**src/rtl/wino_pkg.sv**
```systemverilog
// Shared constants, tile types and controller state encoding for the Winograd-domain accumulator.
package wino_pkg;

  localparam int unsigned TILE  = 6;
  localparam int unsigned RES_W = 12;
  localparam int unsigned ACC_W = 20;
  localparam int unsigned IDX_W = 9;
  localparam int unsigned OD_W  = 8;
  localparam int unsigned IC_W  = 8;

  typedef logic signed [RES_W-1:0] res_tile_t [TILE][TILE];
  typedef logic signed [ACC_W-1:0] acc_tile_t [TILE][TILE];

  typedef enum logic [1:0] {
    StIdle,
    StAccum,
    StHold
  } accum_state_e;

endpackage

```
**src/rtl/wino_acc_elem.sv**
```systemverilog
// One accumulator element: load or add a sign-extended product.
// Define WINO_ACC_SAT_EN to saturate the add instead of wrapping.
module wino_acc_elem
  import wino_pkg::*;
(
  input  logic                    clk,
  input  logic                    reset,
  input  logic                    load_i,
  input  logic                    add_i,
  input  logic signed [RES_W-1:0] din_i,
  output logic signed [ACC_W-1:0] acc_o
);

  logic signed [ACC_W-1:0] acc_q, acc_d;
  logic signed [ACC_W-1:0] din_ext;
  logic signed [ACC_W-1:0] add_res;

  assign din_ext = {{(ACC_W-RES_W){din_i[RES_W-1]}}, din_i};

`ifdef WINO_ACC_SAT_EN
  localparam logic signed [ACC_W-1:0] AccMax = {1'b0, {(ACC_W-1){1'b1}}};
  localparam logic signed [ACC_W-1:0] AccMin = {1'b1, {(ACC_W-1){1'b0}}};

  logic signed [ACC_W:0] sum_wide;

  always_comb begin
    sum_wide = {acc_q[ACC_W-1], acc_q} + {din_ext[ACC_W-1], din_ext};
    // The two top bits disagree only when the signed add left the ACC_W range.
    if (sum_wide[ACC_W] != sum_wide[ACC_W-1]) begin
      add_res = sum_wide[ACC_W] ? AccMin : AccMax;
    end else begin
      add_res = sum_wide[ACC_W-1:0];
    end
  end
`else
  assign add_res = acc_q + din_ext;
`endif

  always_comb begin
    acc_d = acc_q;
    if (load_i) begin
      acc_d = din_ext;
    end else if (add_i) begin
      acc_d = add_res;
    end
  end

  always_ff @(posedge clk or negedge reset) begin
    if (!reset) begin
      acc_q <= '0;
    end else begin
      acc_q <= acc_d;
    end
  end

  assign acc_o = acc_q;

endmodule

```
**src/rtl/winograd_accum.sv**
```systemverilog
// Sums num_ic consecutive same-key PE product tiles and hands each sum out through one
// valid/ready output register. Never back-pressures; WINO_ACC_SAT_EN selects saturating adds.
module winograd_accum
  import wino_pkg::*;
(
  input  logic             clk,
  input  logic             reset,
  input  res_tile_t        result_tile_i,
  input  logic [OD_W-1:0]  result_od_i,
  input  logic [IDX_W-1:0] result_x_index_i,
  input  logic [IDX_W-1:0] result_y_index_i,
  input  logic             result_valid_i,
  input  logic [IC_W-1:0]  num_ic_i,
  output acc_tile_t        acc_tile_o,
  output logic [OD_W-1:0]  acc_od_o,
  output logic [IDX_W-1:0] acc_x_index_o,
  output logic [IDX_W-1:0] acc_y_index_o,
  output logic             acc_valid_o,
  input  logic             acc_ready_i,
  output logic             busy_o,
  output logic             key_err_o,
  output logic             overrun_o
);

  accum_state_e     state_q, state_d;
  logic [IC_W-1:0]  count_q, count_d;
  logic [IC_W-1:0]  num_ic_q, num_ic_d;
  logic [IC_W-1:0]  num_ic_eff;
  logic [OD_W-1:0]  od_q, od_d;
  logic [IDX_W-1:0] x_q, x_d;
  logic [IDX_W-1:0] y_q, y_d;
  logic             valid_q, valid_d;
  logic             key_err_q, key_err_d;
  logic             overrun_q, overrun_d;
  logic             load, add, xfer, key_match;

  acc_tile_t        acc_val;
  acc_tile_t        out_tile_q;
  logic [OD_W-1:0]  out_od_q;
  logic [IDX_W-1:0] out_x_q;
  logic [IDX_W-1:0] out_y_q;

  assign num_ic_eff = (num_ic_i == '0) ? IC_W'(1) : num_ic_i;
  assign key_match  = (result_od_i == od_q) && (result_x_index_i == x_q) &&
                      (result_y_index_i == y_q);

  always_comb begin
    state_d   = state_q;
    count_d   = count_q;
    num_ic_d  = num_ic_q;
    od_d      = od_q;
    x_d       = x_q;
    y_d       = y_q;
    valid_d   = valid_q;
    key_err_d = key_err_q;
    overrun_d = overrun_q;
    load      = 1'b0;
    add       = 1'b0;
    xfer      = 1'b0;

    if (valid_q && acc_ready_i) begin
      valid_d = 1'b0;
    end

    unique case (state_q)
      StIdle: begin
        if (result_valid_i) begin
          load     = 1'b1;
          od_d     = result_od_i;
          x_d      = result_x_index_i;
          y_d      = result_y_index_i;
          num_ic_d = num_ic_eff;
          count_d  = IC_W'(1);
          state_d  = (num_ic_eff == IC_W'(1)) ? StHold : StAccum;
        end
      end
      StAccum: begin
        if (result_valid_i) begin
          if (key_match) begin
            add     = 1'b1;
            count_d = count_q + 1'b1;
            if (count_d == num_ic_q) begin
              state_d = StHold;
            end
          end else begin
            key_err_d = 1'b1;
          end
        end
      end
      StHold: begin
        // Refill in the same cycle the old output is taken, so valid never bubbles.
        if (!valid_q || acc_ready_i) begin
          xfer    = 1'b1;
          valid_d = 1'b1;
          state_d = StIdle;
        end
        if (result_valid_i) begin
          overrun_d = 1'b1;
        end
      end
      default: state_d = StIdle;
    endcase
  end

  always_ff @(posedge clk or negedge reset) begin
    if (!reset) begin
      state_q   <= StIdle;
      count_q   <= '0;
      num_ic_q  <= '0;
      od_q      <= '0;
      x_q       <= '0;
      y_q       <= '0;
      valid_q   <= 1'b0;
      key_err_q <= 1'b0;
      overrun_q <= 1'b0;
      out_od_q  <= '0;
      out_x_q   <= '0;
      out_y_q   <= '0;
    end else begin
      state_q   <= state_d;
      count_q   <= count_d;
      num_ic_q  <= num_ic_d;
      od_q      <= od_d;
      x_q       <= x_d;
      y_q       <= y_d;
      valid_q   <= valid_d;
      key_err_q <= key_err_d;
      overrun_q <= overrun_d;
      if (xfer) begin
        out_od_q <= od_q;
        out_x_q  <= x_q;
        out_y_q  <= y_q;
      end
    end
  end

  for (genvar r = 0; r < TILE; r++) begin : g_row
    for (genvar c = 0; c < TILE; c++) begin : g_col
      wino_acc_elem u_elem (
        .clk    (clk),
        .reset  (reset),
        .load_i (load),
        .add_i  (add),
        .din_i  (result_tile_i[r][c]),
        .acc_o  (acc_val[r][c])
      );

      always_ff @(posedge clk or negedge reset) begin
        if (!reset) begin
          out_tile_q[r][c] <= '0;
        end else if (xfer) begin
          out_tile_q[r][c] <= acc_val[r][c];
        end
      end
    end
  end

  assign acc_tile_o    = out_tile_q;
  assign acc_od_o      = out_od_q;
  assign acc_x_index_o = out_x_q;
  assign acc_y_index_o = out_y_q;
  assign acc_valid_o   = valid_q;
  assign busy_o        = (state_q != StIdle);
  assign key_err_o     = key_err_q;
  assign overrun_o     = overrun_q;

endmodule
```
**config.mk**
```make
export PLATFORM = sky130hd
export DESIGN_NAME = winograd_accum
export DESIGN_NICKNAME = d
export VERILOG_FILES = /design/src/rtl/wino_pkg.sv /design/src/rtl/wino_acc_elem.sv /design/src/rtl/winograd_accum.sv
export SDC_FILE = /design/constraint.sdc
export NUM_CORES = 2
export LEC_CHECK = 0
export BUFFER_PORTS_ARGS = -buffer_cell sky130_fd_sc_hd__buf_2
export CORE_AREA = 2 2 555 557
export DETAILED_ROUTE_END_ITERATION = 7
export DIE_AREA = 0 0 557 559
export MAX_ROUTING_LAYER = met4
export PLACE_DENSITY_LB_ADDON = 0.08
export SLEW_MARGIN = 5
export SYNTH_ARGS = -nofsm -noshare
export SYNTH_HDL_FRONTEND = slang
export SYNTH_SLANG_ARGS = --single-unit
export TNS_END_PERCENT = 5
```
**constraint.sdc**
```tcl
create_clock -name clk -period 7.48 [get_ports clk]
set_input_delay 0.374 -clock clk [delete_from_list [all_inputs] [get_ports clk]]
set_output_delay 0.374 -clock clk [all_outputs]
set_load 0.01 [all_outputs]
```
==> impl_metrics.xml <==
<?xml version="1.0" encoding="UTF-8"?>
<metrics>
  <group name="floorplan">
    <metric name="chipHeight" unit="um">559</metric>
    <metric name="rows" unit="">203</metric>
    <metric name="die_width" unit="um">557</metric>
    <metric name="die-area" unit="um^2">311000</metric>
    <metric name="design.portCount" unit="">1220</metric>
    <metric name="initial_cell_density_of_the_core" unit="%">29.9</metric>
    <metric name="core" unit="um^2">305000</metric>
  </group>
  <group name="clock_tree">
    <metric name="cts_max_path_buffers" unit="">4</metric>
    <metric name="clk_transition_reported_paths" unit="ps">60</metric>
    <metric name="clkSinkCount" unit="">1513</metric>
    <metric name="worst_skew_pair.late_latency" unit="ps">890</metric>
    <metric name="clock-root-buffer" unit="">clkbuf_16</metric>
    <metric name="cts.htree.levels" unit="">4</metric>
    <metric name="cts_tree" unit="">yes</metric>
    <metric name="tritoncts.num_buffers" unit="">196</metric>
    <metric name="cts_resized" unit="">0</metric>
    <metric name="cts_post_setup_buffers_inserted" unit="">0</metric>
    <metric name="holdBufCountCts" unit="">461</metric>
  </group>
  <group name="route">
    <metric name="drt_drc_violations_left" unit="">0</metric>
    <metric name="num_vias" unit="">77200</metric>
    <metric name="final_antenna_net_count" unit="">0</metric>
    <metric name="first_pass_drt_iterations" unit="">6</metric>
    <metric name="wl_per_cell" unit="um">20.7</metric>
    <metric name="drt_iter0_drc" unit="">4138</metric>
    <metric name="finalWirelength" unit="um">316000</metric>
    <metric name="drt-vias-per-instance" unit="">5.06</metric>
  </group>
  <group name="cells_and_area">
    <metric name="drive_gt1_share" unit="%">21.4</metric>
    <metric name="layoutNonFillerInstCount" unit="">15300</metric>
    <metric name="num-nets-final" unit="">12200</metric>
    <metric name="synthToLayoutAreaGrowth" unit="%">24.1</metric>
  </group>
  <group name="sta">
    <metric name="final-setup-viol-count" unit="">0</metric>
    <metric name="timing.setup.tns" unit="ps">0</metric>
    <metric name="max_freq" unit="MHz">214</metric>
    <metric name="finalClockSkew" unit="ps">67.2</metric>
    <metric name="final_max_tran_viols" unit="">0</metric>
    <metric name="hold_viol_final" unit="">0</metric>
    <metric name="timing_worst_slew_pin_value" unit="ps">1170</metric>
    <metric name="layout_worst_path_cycle_share" unit="%">62.6</metric>
    <metric name="grt_setup_unrepaired" unit="">false</metric>
    <metric name="finalCriticalPeriod" unit="ps">4680</metric>
    <metric name="slew_headroom" unit="%">21.1</metric>
  </group>
  <group name="global_route">
    <metric name="grt_first_pass_wirelength" unit="um">482000</metric>
    <metric name="grt_max_degree" unit="">162</metric>
    <metric name="track_usage" unit="%">20.3</metric>
    <metric name="antenna_violations_before_repair" unit="">53</metric>
    <metric name="grt-busiest-layer" unit="">met2</metric>
    <metric name="grt_use_met3" unit="%">5.07</metric>
    <metric name="number_of_global_route_vias_before_repair" unit="">77800</metric>
    <metric name="grt_use_met2" unit="%">32.6</metric>
    <metric name="globalRouteOverflowTotal" unit="">0</metric>
    <metric name="use_met1" unit="%">24.8</metric>
  </group>
  <group name="min_path">
    <metric name="worst_hold_path_type" unit="">primary input to asynchronous set/reset pin</metric>
  </group>
  <group name="status">
    <metric name="run_status" unit="">completed</metric>
  </group>
  <group name="logic_synthesis">
    <metric name="yosys.area.top_type" unit="">dfrtp_1</metric>
    <metric name="synth.area.top_cells" unit="">dfrtp_1 (41%), ha_1 (9.4%), mux2_2 (8.8%)</metric>
    <metric name="postSynthRegisterBits" unit="">1513</metric>
    <metric name="share_of_async_settable_or_async_resettable_flops_after_synthesis" unit="%">100</metric>
    <metric name="synthDominantCellAreaShare" unit="%">41.5</metric>
    <metric name="synth-edff-count" unit="">0</metric>
    <metric name="synth.cell_area" unit="um^2">91300</metric>
    <metric name="synth.lib_cells_used.distinct" unit="">83</metric>
    <metric name="yosys_warnings" unit="">0</metric>
    <metric name="syn_nets" unit="">10600</metric>
    <metric name="synthesis.area_per_instance" unit="um^2">9.65</metric>
    <metric name="synth-seq-area-share" unit="%">41.5</metric>
    <metric name="gate_count_post_synth" unit="">9453</metric>
    <metric name="postSynth.topFlopCell" unit="">dfrtp_1</metric>
  </group>
  <group name="placed_design">
    <metric name="gp_congestion" unit="">0.861</metric>
    <metric name="detailed_place_hpwl" unit="um">229000</metric>
    <metric name="dp_cells" unit="">14400</metric>
    <metric name="port_buffers" unit="">1219</metric>
  </group>
  <group name="critical_path">
    <metric name="worst-endpoint-arrival" unit="ps">5490</metric>
    <metric name="cp_max_fo" unit="">77</metric>
    <metric name="criticalPathCategory" unit="">flop to flop</metric>
    <metric name="cp-end-kind" unit="">flop</metric>
    <metric name="reg2reg_from" unit="">od_q[5]</metric>
    <metric name="cp-endpoint" unit="">g_row[0].g_col[3].u_elem.acc_o[10]</metric>
    <metric name="required" unit="ps">8290</metric>
    <metric name="worstSetupStartpointType" unit="">flop</metric>
    <metric name="critical_path.startpoint" unit="">od_q[5]</metric>
    <metric name="reg2regPathDepth" unit="">9</metric>
    <metric name="crit-reg2reg-capture" unit="">g_row[0].g_col[3].u_elem.acc_o[10]</metric>
    <metric name="rrSetupSlack" unit="ps">2800</metric>
  </group>
  <group name="power_and_ir_drop">
    <metric name="pwr_density_cell" unit="nW/um^2">445</metric>
    <metric name="sum_of_internal_switching_and_leakage_power" unit="uW">50400</metric>
    <metric name="power_leakage" unit="uW">0.0522</metric>
    <metric name="vdd_drop_max" unit="mV">0.213</metric>
  </group>
  <group name="job">
    <metric name="maxCapViolations" unit="">0</metric>
  </group>
</metrics>
[power by group]
part           switching (uW)  internal, uW
clock network            3970          6040
registers                2990         12100
logic                   14100         11100
total                   21100         29300
[per-layer routing]
metal	wire length, um	part of all wire [%]
met1	138000	44
met2	146000	46
met3	20300	6.4
met4	11200	3.6
met5	0	0
[final cells by class]
cell class,count,area [um^2]
inverters,265,995
flip-flops and latches,1513,37900
clock inverters,69,1000
multi-input cells,7248,50800
clock buffers,278,5700
well taps,4100,5130
repair buffers,1748,11600
fillers,30700,192000
diodes,44,110
[layout by cell type, fill, tap and decap left out, types with 167 or more instances in the layout]
cell type,synthesis,final
xor2_1,167,167
a21oi_1,965,965
buf_2,17,1218
dfrtp_1,1513,1513
o21ai_0,741,741
nor3_1,183,183
xnor2_1,299,299
mux2_2,716,716
nand2_1,867,867
nor2_1,605,604
a21o_1,212,212
dlygate4sd3_1,0,461
clkbuf_16,0,199
inv_1,265,265
ha_1,685,685
[critical path, cell delays in order, from the launching register on]
cell,delay [ps]
dfrtp_1,390
xnor2_1,370
nand4_1,170
nor4_2,620
nand3_4,660
buf_4,590
buf_4,450
or3_1,460
a41oi_1,200
dlygate4sd3_1,560
[Yosys cell counts, types with 69 or more instances]
| library cell | count |
|---|---|
| a31oi_1 | 156 |
| xnor2_1 | 299 |
| a211oi_1 | 122 |
| a21oi_1 | 965 |
| dfrtp_1 | 1513 |
| inv_1 | 265 |
| xor2_1 | 167 |
| a21o_1 | 212 |
| o21bai_1 | 69 |
| or3_1 | 72 |
| and3_1 | 76 |
| nand2_1 | 867 |
| mux2_2 | 716 |
| ha_1 | 685 |
| nand2b_1 | 116 |
| nor2b_1 | 142 |
| and2_1 | 74 |
| nor3_1 | 183 |
| o21ai_0 | 741 |
| nor2_1 | 605 |
| nand3_1 | 137 |
| clkbuf_1 | 384 |
[worst min-delay path by stage]
stage | start | end | slack (ps)
after floorplan | reset | acc_od_o[0] | 80
after global placement | reset | g_row[2].g_col[1].u_elem.acc_o[2] | 420
after detailed placement | reset | acc_tile_o[440] | 380
after CTS | result_tile_i[239] | g_row[2].g_col[4].u_elem.acc_o[19] | 4
after global routing | reset | g_row[2].g_col[1].u_elem.acc_o[1] | 60
final | reset | g_row[2].g_col[1].u_elem.acc_o[1] | 50
[registers in the layout (all words and copies together), names as in the netlist]
register and count:
acc_x_index_o 9, od_q 8, state_q 2, num_ic_q 8
g_row.g_col.u_elem.acc_o 720, y_q 9, count_q 8, acc_y_index_o 9
x_q 9, overrun_o 1, acc_od_o 8, key_err_o 1
acc_valid_o 1, acc_tile_o 720
[kinds of logic (layout without fill, tap and decap cells)]
logic type	after synthesis	count (layout)	synth area share, %
AO/OA/AOI/OAI	2805	2805	18.7
other	0	44	0
buffers and inverters	692	2360	2.88
XOR/XNOR	466	466	4.47
flip-flops	1513	1513	41.5
AND/OR/NAND/NOR	2496	2496	12.9
multiplexers	760	760	9.32
adder cells (fa/ha/maj)	721	721	10.2
[metrics by stage]
step                setup WS (ps)  hold WS [ps]  utilization, %  cell area (um^2)
detailed placement           2860           380            33.4            102000
global route                 2500          60.6            37.1            113000
floorplan                    4810          78.4               -             91300
global placement             2810           422            33.4            102000
CTS                          2650          3.80            37.1            113000
finish                       2800          48.8            37.1            113000
Note: power is estimated with default switching activity, not from simulation.
